[config.mk]
export PLATFORM = sky130hd
export DESIGN_NAME = spi_controller
export DESIGN_NICKNAME = d
export VERILOG_FILES = /design/src/rtl/spi_pkg.sv /design/src/rtl/spi_tick_gen.sv /design/src/rtl/spi_controller.sv
export SDC_FILE = /design/constraint.sdc
export NUM_CORES = 1
export LEC_CHECK = 0
export BUFFER_PORTS_ARGS = -buffer_cell sky130_fd_sc_hd__buf_4
export CAP_MARGIN = 20
export CORE_AREA = 4 4 59 61
export DETAILED_ROUTE_END_ITERATION = 16
export DIE_AREA = 0 0 63 65
export GPL_TIMING_DRIVEN = 0
export PLACE_DENSITY = 0.82
export SKIP_LAST_GASP = 1
export SYNTH_ARGS = -nofsm -noshare
export SYNTH_HDL_FRONTEND = slang
export SYNTH_SLANG_ARGS = --single-unit
[constraint.sdc]
create_clock -name clk -period 2.2 [get_ports clk]
set_input_delay 0.33 -clock clk [delete_from_list [all_inputs] [get_ports clk]]
set_output_delay 0.33 -clock clk [all_outputs]
set_load 0.1 [all_outputs]
[src/rtl/spi_pkg.sv]
// Shared constants and FSM state type for the SPI write initiator that
// drives the spi_peripheral register block.
package spi_pkg;

  localparam logic [3:0] ADDR_EN_OUT_7_0  = 4'd0;
  localparam logic [3:0] ADDR_EN_OUT_15_8 = 4'd1;
  localparam logic [3:0] ADDR_EN_PWM_7_0  = 4'd2;
  localparam logic [3:0] ADDR_EN_PWM_15_8 = 4'd3;
  localparam logic [3:0] ADDR_PWM_DUTY    = 4'd4;
  localparam logic [3:0] ADDR_MAX         = ADDR_PWM_DUTY;

  localparam logic [7:0] WRITE_CMD = 8'h80;

  typedef enum logic [2:0] {
    IDLE,
    SETUP,
    SHIFT_HI,
    SHIFT_LO,
    GAP
  } spi_state_t;

endpackage

[src/rtl/spi_tick_gen.sv]
// Half-period timer: tick pulses on every CLK_DIV-th enabled cycle and the
// count restarts from zero whenever enable drops.
module spi_tick_gen #(
  parameter int CLK_DIV = 8
) (
  input  logic clk,
  input  logic rst_n,
  input  logic en,
  output logic tick
);

  localparam int CW = (CLK_DIV > 1) ? $clog2(CLK_DIV) : 1;
  localparam logic [CW-1:0] LAST = CW'(CLK_DIV - 1);

  logic [CW-1:0] cnt;

  always_ff @(posedge clk or negedge rst_n) begin
    if (!rst_n) begin
      cnt <= '0;
    end else if (!en || cnt == LAST) begin
      cnt <= '0;
    end else begin
      cnt <= cnt + CW'(1);
    end
  end

  assign tick = en && (cnt == LAST);

endmodule

[src/rtl/spi_controller.sv]
// SPI mode-0 write initiator: one request becomes a command frame then a data
// frame; done rises exactly 2*(17*CLK_DIV+NCS_GAP) cycles after the accept edge.
module spi_controller
  import spi_pkg::*;
#(
  parameter int CLK_DIV = 8,
  parameter int NCS_GAP = 16
) (
  input  logic       clk,
  input  logic       rst_n,
  input  logic       req_valid,
  output logic       req_ready,
  input  logic [3:0] req_addr,
  input  logic [7:0] req_data,
  output logic       busy,
  output logic       done,
  output logic       err,
  output logic       SCLK,
  output logic       nCS,
  output logic       COPI
);

  localparam int GW = $clog2(NCS_GAP);
  localparam logic [GW-1:0] GAP_LAST = GW'(NCS_GAP - 1);

  spi_state_t    state, state_nxt;
  logic          byte_sel, byte_sel_nxt;
  logic [2:0]    bit_cnt, bit_cnt_nxt;
  logic [GW-1:0] gap_cnt;
  logic          busy_q, busy_nxt;
  logic          done_q, done_nxt;
  logic          err_q, err_nxt;
  logic          sclk_q, sclk_nxt;
  logic          ncs_q, ncs_nxt;
  logic          copi_q, copi_nxt;
  logic [7:0]    shreg, shreg_nxt;
  logic [7:0]    data_q, data_nxt;
  logic          tick_en, tick, gap_done;

  assign tick_en  = (state == SETUP) || (state == SHIFT_HI) || (state == SHIFT_LO);
  assign gap_done = (state == GAP) && (gap_cnt == GAP_LAST);

  spi_tick_gen #(.CLK_DIV(CLK_DIV)) u_tick (
    .clk  (clk),
    .rst_n(rst_n),
    .en   (tick_en),
    .tick (tick)
  );

  always_comb begin
    state_nxt    = state;
    byte_sel_nxt = byte_sel;
    bit_cnt_nxt  = bit_cnt;
    busy_nxt     = busy_q;
    done_nxt     = 1'b0;
    err_nxt      = 1'b0;
    shreg_nxt    = shreg;
    data_nxt     = data_q;
    unique case (state)
      IDLE: begin
        if (req_valid && req_ready) begin
          if (req_addr > ADDR_MAX) begin
            err_nxt = 1'b1;
          end else begin
            data_nxt     = req_data;
            shreg_nxt    = WRITE_CMD | {4'b0000, req_addr};
            busy_nxt     = 1'b1;
            byte_sel_nxt = 1'b0;
            bit_cnt_nxt  = 3'd7;
            state_nxt    = SETUP;
          end
        end
      end
      SETUP: begin
        if (tick) state_nxt = SHIFT_HI;
      end
      SHIFT_HI: begin
        // The falling edge is where the next bit is presented.
        if (tick) begin
          shreg_nxt = {shreg[6:0], 1'b0};
          state_nxt = SHIFT_LO;
        end
      end
      SHIFT_LO: begin
        if (tick) begin
          if (bit_cnt == 3'd0) begin
            state_nxt = GAP;
          end else begin
            bit_cnt_nxt = bit_cnt - 3'd1;
            state_nxt   = SHIFT_HI;
          end
        end
      end
      GAP: begin
        if (gap_done) begin
          if (!byte_sel) begin
            byte_sel_nxt = 1'b1;
            bit_cnt_nxt  = 3'd7;
            shreg_nxt    = data_q;
            state_nxt    = SETUP;
          end else begin
            done_nxt  = 1'b1;
            busy_nxt  = 1'b0;
            state_nxt = IDLE;
          end
        end
      end
      default: state_nxt = IDLE;
    endcase

    // Pins are registered from the next state so they line up with it.
    ncs_nxt  = !(state_nxt inside {SETUP, SHIFT_HI, SHIFT_LO});
    sclk_nxt = (state_nxt == SHIFT_HI);
    copi_nxt = ncs_nxt ? 1'b0 : shreg_nxt[7];
  end

  always_ff @(posedge clk or negedge rst_n) begin
    if (!rst_n) begin
      state    <= IDLE;
      byte_sel <= 1'b0;
      bit_cnt  <= 3'd7;
      gap_cnt  <= '0;
      busy_q   <= 1'b0;
      done_q   <= 1'b0;
      err_q    <= 1'b0;
      sclk_q   <= 1'b0;
      ncs_q    <= 1'b1;
      copi_q   <= 1'b0;
    end else begin
      state    <= state_nxt;
      byte_sel <= byte_sel_nxt;
      bit_cnt  <= bit_cnt_nxt;
      gap_cnt  <= (state == GAP && !gap_done) ? gap_cnt + GW'(1) : '0;
      busy_q   <= busy_nxt;
      done_q   <= done_nxt;
      err_q    <= err_nxt;
      sclk_q   <= sclk_nxt;
      ncs_q    <= ncs_nxt;
      copi_q   <= copi_nxt;
    end
  end

  always_ff @(posedge clk) begin
    shreg  <= shreg_nxt;
    data_q <= data_nxt;
  end

  assign req_ready = !busy_q;
  assign busy      = busy_q;
  assign done      = done_q;
  assign err       = err_q;
  assign SCLK      = sclk_q;
  assign nCS       = ncs_q;
  assign COPI      = copi_q;

endmodule

# Yosys cells after proc, flatten, opt, wreduce, memory -nomap -nowiden
# Cells that the tools add are included.
[classes] add_sub_neg=3 n_lt_le_gt_ge=1 eq_ne=17 muxes=40 bitwise=1 reduce_logical=22
[op_table] op="3-bit two-way mux" count=14
[op_table] op="8-bit two-way mux" count=5
[op_table] op="8-bit case mux with 3 select lines" count=1
[op_table] op="2-bit != test (second input constant)" count=8
[op_table] op="1-bit two-way mux" count=15
[op_table] op="3-bit case mux with 5 select lines" count=1
[op_table] op="3-bit by 2-bit == test with 1-bit output (second input constant)" count=4
[op_table] op="3-bit case mux with 3 select lines" count=1
[op_table] op="3-bit nonzero test" count=3
[op_table] op="7-bit AND reduction" count=1
[op_table] op="3-bit by 1-bit == test with 1-bit output (second input constant)" count=2
[op_table] op="3-bit == test (second input constant)" count=2
[op_table] op="3-bit zero test" count=2
[op_table] op="6-bit AND reduction" count=1
[op_table] op="5-bit AND reduction" count=1
[op_table] op="4-bit by 1-bit adder with 4-bit output (second input constant)" count=1
[op_table] op="4-bit == test (second input constant)" count=1
[op_table] op="4-bit by 3-bit greater-than comparator with 1-bit output (second input constant)" count=1
[op_table] op="1-bit logical AND" count=4
[op_table] op="1-bit zero test" count=4
[op_table] op="4-bit two-way mux" count=1
[op_table] op="1-bit case mux with 2 select lines" count=2
[op_table] op="4-bit AND reduction" count=1
[op_table] op="3-bit by 1-bit adder with 3-bit output (second input constant)" count=1
[op_table] op="other kinds (5)" count=7
[totals] regBits=36 out_inout_bits=7 word_cells=98

# Longest topological paths before layout
# Gate-level depths: netlist of the first run.
[logic_depth] depth_word=9 mapped_depth=7

# Modules after synthesis
# A second synthesis of the first run with hierarchy kept.
[hier_totals] cells_unflattened=129 area_unflattened_um2=1596.5
[modules_own_cells] mod="spi_controller" instances=1 cells_each=120 area_per_inst_um2=1458.9 seq_area_each_um2=900.9
[modules_own_cells] mod="spi_tick_gen" instances=1 cells_each=9 area_per_inst_um2=137.6 seq_area_each_um2=75.1

# Worst setup path before layout of the first run
# Ideal clock, no wire load.
[synth_timing] kind="reg2reg" start="register busy_q, in the netlist busy" end="register shreg[0], enable pin" arrival_ps=2040 required_ps=1820 slack_ps=-220 path_stages_with_launch=5 n_path_buf=0 period_less_slack_ps=2420 path_cell_list="dfrtp_1 > nand2b_1 > o31ai_2 > nand2_1 > nor3_1"
[synth_between] elab_chain_cells=4
[synth_rtl] item="start, declared" line="spi_controller.sv:30" text="logic busy_q, busy_nxt;"
[synth_rtl] item="start signal, assigned" line="spi_controller.sv:134" text="busy_q <= busy_nxt;"
[synth_rtl] item="1-bit zero test" line="spi_controller.sv:148" text="assign req_ready = !busy_q;"
[synth_rtl] item="1-bit logical AND" line="spi_controller.sv:61" text="if (req_valid && req_ready) begin"
[synth_rtl] item="2-bit != test (no source line)"
[synth_rtl] item="6-bit AND reduction (no source line)"
[synth_rtl] item="end signal, assigned" line="spi_controller.sv:144" text="shreg <= shreg_nxt;"
[synth_rtl] item="end, declared" line="spi_controller.sv:36" text="logic [7:0] shreg, shreg_nxt;"
# No other way between the ends.
# A chain may end at the register's enable or synchronous reset.

# Worst setup path after layout of the first run
[layout_timing] start="register gap_cnt[0]" end="register shreg[3], enable pin"
[layout_between] elab_chain_cells=4
[layout_rtl] item="start, declared" line="spi_controller.sv:29" text="logic [GW-1:0] gap_cnt;"
[layout_rtl] item="start signal, assigned" line="spi_controller.sv:133" text="gap_cnt <= (state == GAP && !gap_done) ? gap_cnt + GW'(1) : '0;"
[layout_rtl] item="4-bit == test" line="spi_controller.sv:41" text="assign gap_done = (state == GAP) && (gap_cnt == GAP_LAST);"
[layout_rtl] item="1-bit logical AND" line="spi_controller.sv:41"
[layout_rtl] item="2-bit != test (no source line)"
[layout_rtl] item="6-bit AND reduction (no source line)"
# No other way between the ends.

==> results.json, run 1 <==
{
  "status": "complete, no violations",
  "numCtsBuffers": 5,
  "row_count": 20,
  "vdd_drop_max_mv": 1.02,
  "die_x_um": 63,
  "rr_endpoint": "shreg[3]",
  "start_kind": "flip-flop",
  "drt-pass1-iter-count": 4,
  "tightest_slew_ps": 554,
  "gr-total-overflow": 0,
  "gp_congestion": 0.866,
  "synthesis.nets": 147,
  "drive_gt1_share_pct": 30.4,
  "dr_total_vias": 1143,
  "wl_um": 2980,
  "netlist_top_cells_area": "edfxtp_1 28%, dfrtp_1 25%, dfstp_2 6.5%, ha_1 3.9%, a22o_1 2.7%",
  "power.switching_mw": 0.902,
  "p_clk_share_pct": 20.5,
  "crit_start": "gap_cnt[0]",
  "ff2ff_path_depth": 5,
  "tns_ps": 0,
  "rsz0062_at_grt": "false",
  "fin_hold_ws_ps": 138,
  "place_hpwl_um": 2060,
  "synth_top_cells_by_count": "16 x dfrtp_1, 15 x edfxtp_1, 9 x nand2_1, 9 x nor2_1",
  "drtAntennaViolNets": 0,
  "hold_depth": 1,
  "ys.flop_type": "dfrtp_1",
  "endpoint": "shreg[3]",
  "grt_antenna_before_repair": 0,
  "synth-seq-cells": 36,
  "initial_core_util_pct": 54.1,
  "period_needed_ps": 1980,
  "yosysTopAreaCell": "edfxtp_1",
  "drv_cap": 0,
  "skew_ps": 6.84,
  "grt_use_total_pct": 16.6,
  "crit_type": "reg2reg",
  "synth_edf_count": 15,
  "viasPerCell": 5.89,
  "required_ps": 2200,
  "slew-limit-headroom_pct": 62.9,
  "powerDensity_nw_per_um2": 1160,
  "switching_share_pct": 39.9,
  "p_int_mw": 1.36,
  "netlist_instances": 127,
  "numPortBuffers": 21,
  "die_area_um2": 4100,
  "clockBufferDepth": 2,
  "grt_pass1_wl_um": 5160,
  "power_leakage_nw": 0.862,
  "path_clk_slew_ps": 110,
  "seq_power_share_pct": 42.3,
  "clock.fmax_mhz": 505,
  "io_pins": 22,
  "cts-root-buf": "clkbuf_4",
  "fin_crit_sh_pct": 90.0,
  "htreeDepth": 2,
  "yosysUniqueCellTypes": 43,
  "die_y_um": 65,
  "fill_cells": 218,
  "synth_top_area_share_pct": 28.0,
  "slew_violations": 0,
  "clk_latency_ps": 360,
  "grt_pass1_vias": 1138,
  "grt_start_max_net_pins": 21,
  "finalSetupViolCount": 0,
  "cts.sinks": 36,
  "cts_tree": "built",
  "hp-class": "in2reg",
  "synthesis.area_um2": 1610,
  "wl_per_cell_um": 15.4,
  "endpoint_kind": "flip-flop",
  "seq_area_frac_synth_pct": 60.6,
  "nets": 180,
  "fin_util_pct": 65.3,
  "drt_iter0_drc": 47,
  "drc": 0,
  "cp_max_fo": 7,
  "ys_async_sr_fraction_pct": 55.6,
  "post-synth-top-count-cell": "dfrtp_1",
  "p_comb_share_pct": 37.1,
  "r2r-start": "gap_cnt[0]",
  "yosysWarningCount": 0,
  "r2r_slack_ps": 220,
  "arrival_ps": 1990,
  "core_um2": 2980,
  "hold_viol_final": 0,
  "n_antenna_cell": 0,
  "area_growth_pct": 20.7,
  "syn_avg_cell_area_um2": 12.7
}
## layer usage
metal  GRT usage (%)  vias to the layer above  wire (um)  part of all wire [%]
met5               0                        -          0                     0
met4            9.37                        0         97                   3.3
met3            5.72                        9        189                   6.3
met2            25.6                       40       1370                    46
met1            20.4                      556       1330                    45
li1                -                      538          -                     -
## power by group through the flow
stage	Clock, mW	Sequential [mW]	Combinational (mW)
floorplan	0	1.19	0.412
global route	0.505	0.977	0.907
global placement	0	0.964	0.802
finish	0.464	0.957	0.839
CTS	0.474	0.958	0.833
detailed placement	0	0.970	0.829
## critical path: stages (launching register included)
cell	delay, ps
dfrtp_1	390
ha_1	200
nand3_1	220
nand3_1	280
nand2_1	90
nor3_2	440
## how the worst min path moves through the flow
stage | start | end | slack (ps)
finish | req_data[6] | data_q[6] | 140
global route | req_data[6] | data_q[6] | 120
CTS | req_data[3] | data_q[3] | 130
detailed placement | rst_n | gap_cnt[3] | 220
global placement | rst_n | gap_cnt[3] | 220
floorplan | rst_n | COPI | 30
## layout by cell type (no fill, tap or decap), types with 2 or more instances in the layout
master / n
nand2_1: 9
buf_2: 4
dfrtp_1: 15
a31oi_1: 2
nor2_1: 9
nor3_2: 2
a22o_1: 5
nor4_1: 2
edfxtp_1: 15
nor2b_1: 2
ha_1: 5
nand3_1: 4
nand3b_1: 3
clkbuf_1: 2
nand2b_1: 3
a22oi_1: 3
clkbuf_4: 5
and4b_1: 2
buf_4: 24
inv_1: 5
dfstp_2: 4
and2_1: 3
a21oi_1: 5
nor3_1: 2
## stage by stage
stage	power (mW)	cells	area (um^2)	worst slack [ps]
2_1_floorplan	1.60	127	1620	202
3_3_place_gp	1.77	181	1820	171
3_5_place_dp	1.80	181	1820	142
4_1_cts	2.26	190	1900	141
5_1_grt	2.39	194	1940	50.1
6_report	2.26	194	1940	219
## registers in the layout (all words and copies together) (netlist names)
name        cells
state           3
byte_sel        1
SCLK            1
COPI            1
nCS             1
u_tick.cnt      3
busy            1
done            1
err             1
bit_cnt         3
gap_cnt         4
data_q          8
shreg           8
## cell families (layout without fill, tap and decap cells)
kind of cell / after synthesis / after routing / share of synthesized area (%)
XOR/XNOR: 2 / 2 / 1.09
buffers and inverters: 10 / 44 / 2.64
flip-flops: 36 / 36 / 60.6
multiplexers: 1 / 1 / 0.622
AO/OA/AOI/OAI: 25 / 25 / 12.4
adder cells (fa/ha/maj): 5 / 5 / 3.89
AND/OR/NAND/NOR: 48 / 48 / 18.7
## what timing repair did
item / 4_1_cts / 5_1_grt
hold buffers: 1 / 0
hold endpoints to repair: 16 / 0
resized for setup: 0 / 0
setup endpoints to repair: 0 / 1
buffers inserted: 0 / 4
## area by class of cell
class                      instances  area, um^2  area share, %
clock buffer                       6        41.3           2.12
tap                               33        41.3           2.12
multi-input combinational         81         597           30.7
inverter                           5        18.8          0.965
sequential                        36         977           50.3
timing repair buffer              26         210           10.8
buffer                             5        23.8           1.22
clock inverter                     2        35.0           1.80
No activity file was read; power rests on OpenSTA's default activity.
==> run 2: changes to the inputs <==
--- a/config.mk
+++ b/config.mk
@@ -5,12 +5,13 @@
 export SDC_FILE = /design/constraint.sdc
 export NUM_CORES = 1
 export LEC_CHECK = 0
-export BUFFER_PORTS_ARGS = -buffer_cell sky130_fd_sc_hd__buf_4
+export BUFFER_PORTS_ARGS = -buffer_cell sky130_fd_sc_hd__buf_2
 export CAP_MARGIN = 20
 export CORE_AREA = 4 4 59 61
 export DETAILED_ROUTE_END_ITERATION = 16
 export DIE_AREA = 0 0 63 65
 export GPL_TIMING_DRIVEN = 0
+export HOLD_SLACK_MARGIN = 0.08
 export PLACE_DENSITY = 0.82
 export SKIP_LAST_GASP = 1
 export SYNTH_ARGS = -nofsm -noshare
==> run 2 against run 1 <==
Effect of this change:
- sequential cell count unchanged
- via count decreased by 0.70%
- sequential share of layout area increased by 1.4 points
- final cell count unchanged
- power decreased by 1.8%
- worst hold slack improved by 12 ps
- maximum frequency decreased by 2.5%
- core utilization decreased by 1.8 points
- largest power group unchanged
==> results.json, run 2 (synthesis results as in run 1) <==
{
  "status": "complete, no violations",
  "fin_hold_ws_ps": 150,
  "path_cells": "ha_1, nand3_1, nand3_1, nand2_1, nor3_2",
  "period_needed_ps": 2030,
  "drt_iter0_drc": 50,
  "dr.max_layer_used": "met4",
  "top_regs": "data_q: 8 flops, shreg: 8 flops, gap_cnt: 4 flops",
  "place_hpwl_um": 2060,
  "nets": 180,
  "arrival_ps": 2020,
  "die_y_um": 65,
  "vdd_drop_max_mv": 0.911,
  "slew_violations": 0,
  "grt_pass1_vias": 1139,
  "final_common_cell": "buf_2",
  "io_pins": 22,
  "worst_slack_ps": 168,
  "cp_max_fo": 7,
  "wl_per_cell_um": 15.3,
  "endpoint_kind": "flip-flop",
  "cts_resized": 0,
  "wl_met2_um": 1460,
  "route.layer.met1.wl_um": 1250,
  "cts_tree": "built",
  "dr_total_vias": 1135,
  "cts-root-buf": "clkbuf_4",
  "row_count": 20,
  "gp_congestion": 0.864,
  "core_um2": 2980,
  "skew_ps": 10.9,
  "slowest_stage": "nor3_2",
  "clk_latency_ps": 340,
  "start_kind": "flip-flop",
  "drc": 0,
  "met3_wirelength_um": 197,
  "clock.fmax_mhz": 492,
  "drtAntennaViolNets": 0,
  "area_growth_pct": 17.5,
  "crit_type": "reg2reg",
  "hold_viol_final": 0,
  "place_area_um2": 1760,
  "powerDensity_nw_per_um2": 1170,
  "htreeDepth": 2,
  "required_ps": 2190,
  "wl_um": 2960,
  "drt-pass1-iter-count": 4,
  "viasPerCell": 5.85,
  "power_leakage_nw": 0.847,
  "drive_gt1_share_pct": 30.4,
  "grt_start_max_net_pins": 21,
  "grt_use_total_pct": 15.7,
  "cts.sinks": 36,
  "design_area_um2": 1890,
  "layout_common_cells": "25 x buf_2, 15 x dfrtp_1, 15 x edfxtp_1",
  "die_x_um": 63,
  "numCtsBuffers": 5,
  "path_clk_slew_ps": 100,
  "hp-class": "in2reg",
  "clockBufferDepth": 2,
  "gr-total-overflow": 0,
  "die_area_um2": 4100,
  "cpPeakStageDelay_ps": 460,
  "tightest_slew_ps": 565,
  "slew-limit-headroom_pct": 62.1,
  "numPortBuffers": 21,
  "finalSetupViolCount": 0,
  "n_antenna_cell": 0,
  "fin_crit_sh_pct": 92.4,
  "totalPowerFinal_mw": 2.22,
  "initial_core_util_pct": 54.1,
  "grt_antenna_before_repair": 0,
  "pre_cts_slack_ps": 103,
  "drv_cap": 0,
  "cpMostUsedCell": "nand3_1",
  "grt_pass1_wl_um": 4820
}
==> run 2: cell counts in the layout (fill, tap and decap cells not counted) <==
No cell type changed its count.
==> run 2: where the power goes <==
group / leakage (nW) / switching [mW] / internal [mW]
sequential: 0.393 / 0.0775 / 0.878
clock: 0.0422 / 0.214 / 0.238
combinational: 0.412 / 0.601 / 0.210
==> run 2: critical path, delay by kind of cell (launching register included) <==
kind	cells	cell delay, ps
flops	1	390
fa+ha+maj	1	200
simple gates	4	1100
==> run 2: repair_timing <==
item | CTS | global route
setup endpoints to repair | 0 | 1
endpoints found under the hold margin | 16 | 0
buffers inserted | 0 | 4
hold buffers | 1 | 0
==> run 2: final timing paths <==
kind / start / end / slack [ps] / cells after the start
max in group asynchronous: rst_n / bit_cnt[2] / 1400 / 2
worst max-delay path: gap_cnt[0] / shreg[0] / 170 / 5
min in group asynchronous: rst_n / state[1] / 460 / 2
worst min-delay path: req_data[0] / data_q[0] / 150 / 1
worst min register to register: u_tick.cnt[0] / u_tick.cnt[0] / 460 / 1
worst max register to register: gap_cnt[0] / shreg[0] / 170 / 5
==> run 2: per-layer routing <==
layer  vias up  GRT usage (%)
met5         -              0
li1        537              -
met2        46           26.4
met1       546           18.3
met4         0           6.61
met3         6           5.20
==> run 2: area by class of cell <==
cell class	instances	area, um^2
inverter	5	18.8
clock inverter	2	35.0
fill	244	1090
clock buffer	6	41.3
multi-input combinational	81	597
buffer	5	23.8
sequential	36	977
tap	33	41.3
timing repair buffer	26	158
==> run 2: through the flow <==
stage	std cells	setup TNS (ps)	utilization, %
4_1_cts	190	0	62.1
5_1_grt	194	-274	63.5
3_5_place_dp	181	0	59.2
2_1_floorplan	127	0	-
3_3_place_gp	181	0	59.2
6_report	194	0	63.5
==> run 3: changes to the inputs <==
--- a/config.mk
+++ b/config.mk
@@ -7,12 +7,12 @@
 export LEC_CHECK = 0
 export BUFFER_PORTS_ARGS = -buffer_cell sky130_fd_sc_hd__buf_2
 export CAP_MARGIN = 20
-export CORE_AREA = 4 4 59 61
+export CORE_AREA = 4 4 58 60
 export DETAILED_ROUTE_END_ITERATION = 16
-export DIE_AREA = 0 0 63 65
+export DIE_AREA = 0 0 62 64
 export GPL_TIMING_DRIVEN = 0
 export HOLD_SLACK_MARGIN = 0.08
-export PLACE_DENSITY = 0.82
+export PLACE_DENSITY = 0.84
 export SKIP_LAST_GASP = 1
 export SYNTH_ARGS = -nofsm -noshare
 export SYNTH_HDL_FRONTEND = slang
==> constraint.sdc (replaced) <==
create_clock -name clk -period 2.5 [get_ports clk]
set_input_delay 0.375 -clock clk [delete_from_list [all_inputs] [get_ports clk]]
set_output_delay 0.375 -clock clk [all_outputs]
set_load 0.1 [all_outputs]
==> run 3 against run 2 <==
Effect of this change:
- clock skew is 0.59 ps higher
- count of clock-buffer cells in the layout stayed put
- largest power group unchanged
- first-iteration DRC count is 4.0% lower
==> results.json, run 3 (synthesis results as in run 1) <==
{
  "drv_cap": 0,
  "grt_pass1_vias": 1148,
  "seq_power_share_pct": 43.2,
  "power.switching_mw": 0.785,
  "drt-pass1-iter-count": 5,
  "numCtsBuffers": 5,
  "top_regs": "data_q: 8 flops, shreg: 8 flops, gap_cnt: 4 flops",
  "drtAntennaViolNets": 0,
  "required_ps": 2710,
  "fin_hold_ws_ps": 201,
  "drc": 0,
  "slew-limit-headroom_pct": 38.4,
  "grt_start_max_net_pins": 21,
  "dr_total_vias": 1136,
  "p_comb_share_pct": 36.5,
  "die_area_um2": 3970,
  "grt_antenna_before_repair": 0,
  "place_hpwl_um": 2080,
  "p_clk_share_pct": 20.3,
  "path_buf_inv": 0,
  "initial_core_util_pct": 55.0,
  "crit_type": "reg2reg",
  "power_leakage_nw": 0.823,
  "status": "complete, no violations",
  "row_count": 20,
  "gp_congestion": 0.854,
  "die_x_um": 62,
  "tightest_slew_ps": 921,
  "wl_per_cell_um": 15.8,
  "slowest_stage": "nor4b_4",
  "clockBufferDepth": 2,
  "skew_ps": 11.5,
  "slew_violations": 0,
  "fin_util_pct": 63.1,
  "fin_crit_sh_pct": 81.8,
  "path_clk_slew_ps": 110,
  "drt_iter0_drc": 48,
  "io_pins": 22,
  "clock.fmax_mhz": 489,
  "final_common_cell": "buf_2",
  "powerDensity_nw_per_um2": 1050,
  "r2r_slack_ps": 450,
  "vdd_drop_max_mv": 0.718,
  "gr-total-overflow": 0,
  "core_um2": 2930,
  "cts-root-buf": "clkbuf_4",
  "tns_ps": 0,
  "viasPerCell": 5.98,
  "n_antenna_cell": 0,
  "cts_setup_buffers": 0,
  "layout_common_cells": "25 x buf_2, 16 x dfrtp_1, 15 x edfxtp_1",
  "rsz0062_at_grt": "false",
  "drive_gt1_share_pct": 28.0,
  "crit_family": "simple AND/OR/NAND/NOR gates",
  "arrival_ps": 2250,
  "finalSetupViolCount": 0,
  "numPortBuffers": 21,
  "grt_pass1_wl_um": 5000,
  "start_kind": "flip-flop",
  "cts.sinks": 36,
  "fill_cells": 234,
  "switching_share_pct": 40.3,
  "wl_um": 3010,
  "cts_tree": "built",
  "endpoint_kind": "flip-flop",
  "cp_max_fo": 16,
  "htreeDepth": 2,
  "p_int_mw": 1.16,
  "die_y_um": 64,
  "grt_use_total_pct": 17.4,
  "period_needed_ps": 2050,
  "hold_viol_final": 0,
  "path_cells": "nor3_2, nor4b_4, a22oi_1, nand2_1",
  "cpPeakStageDelay_ps": 810,
  "area_growth_pct": 14.8,
  "clk_latency_ps": 340,
  "nets": 176,
  "hp-class": "in2reg"
}
[run 3: final timing paths]
check,start,end,cells after the start
worst max-delay path,state[0],shreg[1],4
worst min-delay path,req_data[6],data_q[6],1
worst max register to register,state[0],shreg[1],4
worst min register to register,u_tick.cnt[0],u_tick.cnt[0],1
max in group asynchronous,rst_n,nCS,2
min in group asynchronous,rst_n,done,2
[run 3: per-stage QoR]
step	power, mW	worst slack [ps]	cells	area [um^2]
floorplan	1.40	79.6	127	1610
global placement	1.52	145	181	1760
detailed placement	1.55	65.2	181	1760
CTS	1.95	166	190	1840
global route	2.06	283	190	1850
finish	1.95	454	190	1850
[run 3: layout make-up]
class                      count  area (um^2)  share of cell area [%]
sequential                    36          976                    52.8
multi-input combinational     81          597                    32.3
timing repair buffer          22          115                    6.23
clock buffer                   6         41.3                    2.23
tap                           33         41.3                    2.23
clock inverter                 2         35.0                    1.90
buffer                         5         23.8                    1.29
inverter                       5         18.8                    1.02
[run 3: power by group through the flow]
stage / clock (mW) / combinational [mW] / sequential [mW]
after CTS: 0.409 / 0.702 / 0.842
final: 0.394 / 0.711 / 0.840
after global routing: 0.443 / 0.765 / 0.854
after detailed placement: 0 / 0.694 / 0.854
after global placement: 0 / 0.671 / 0.845
after floorplan: 0 / 0.356 / 1.04
[run 3: metal layers]
layer	track usage (%)	vias to the layer above	part of all wire (%)
met4	7.69	0	2.8
met2	27.8	34	52
li1	-	529	-
met3	6.06	10	5.0
met5	0	-	0
met1	20.5	563	40
[run 3: what timing repair did]
item                                    CTS  global route
hold buffers                              1             0
endpoints found under the hold margin    16             0
gates resized for setup                   0             1
endpoints found under the setup margin    0             7
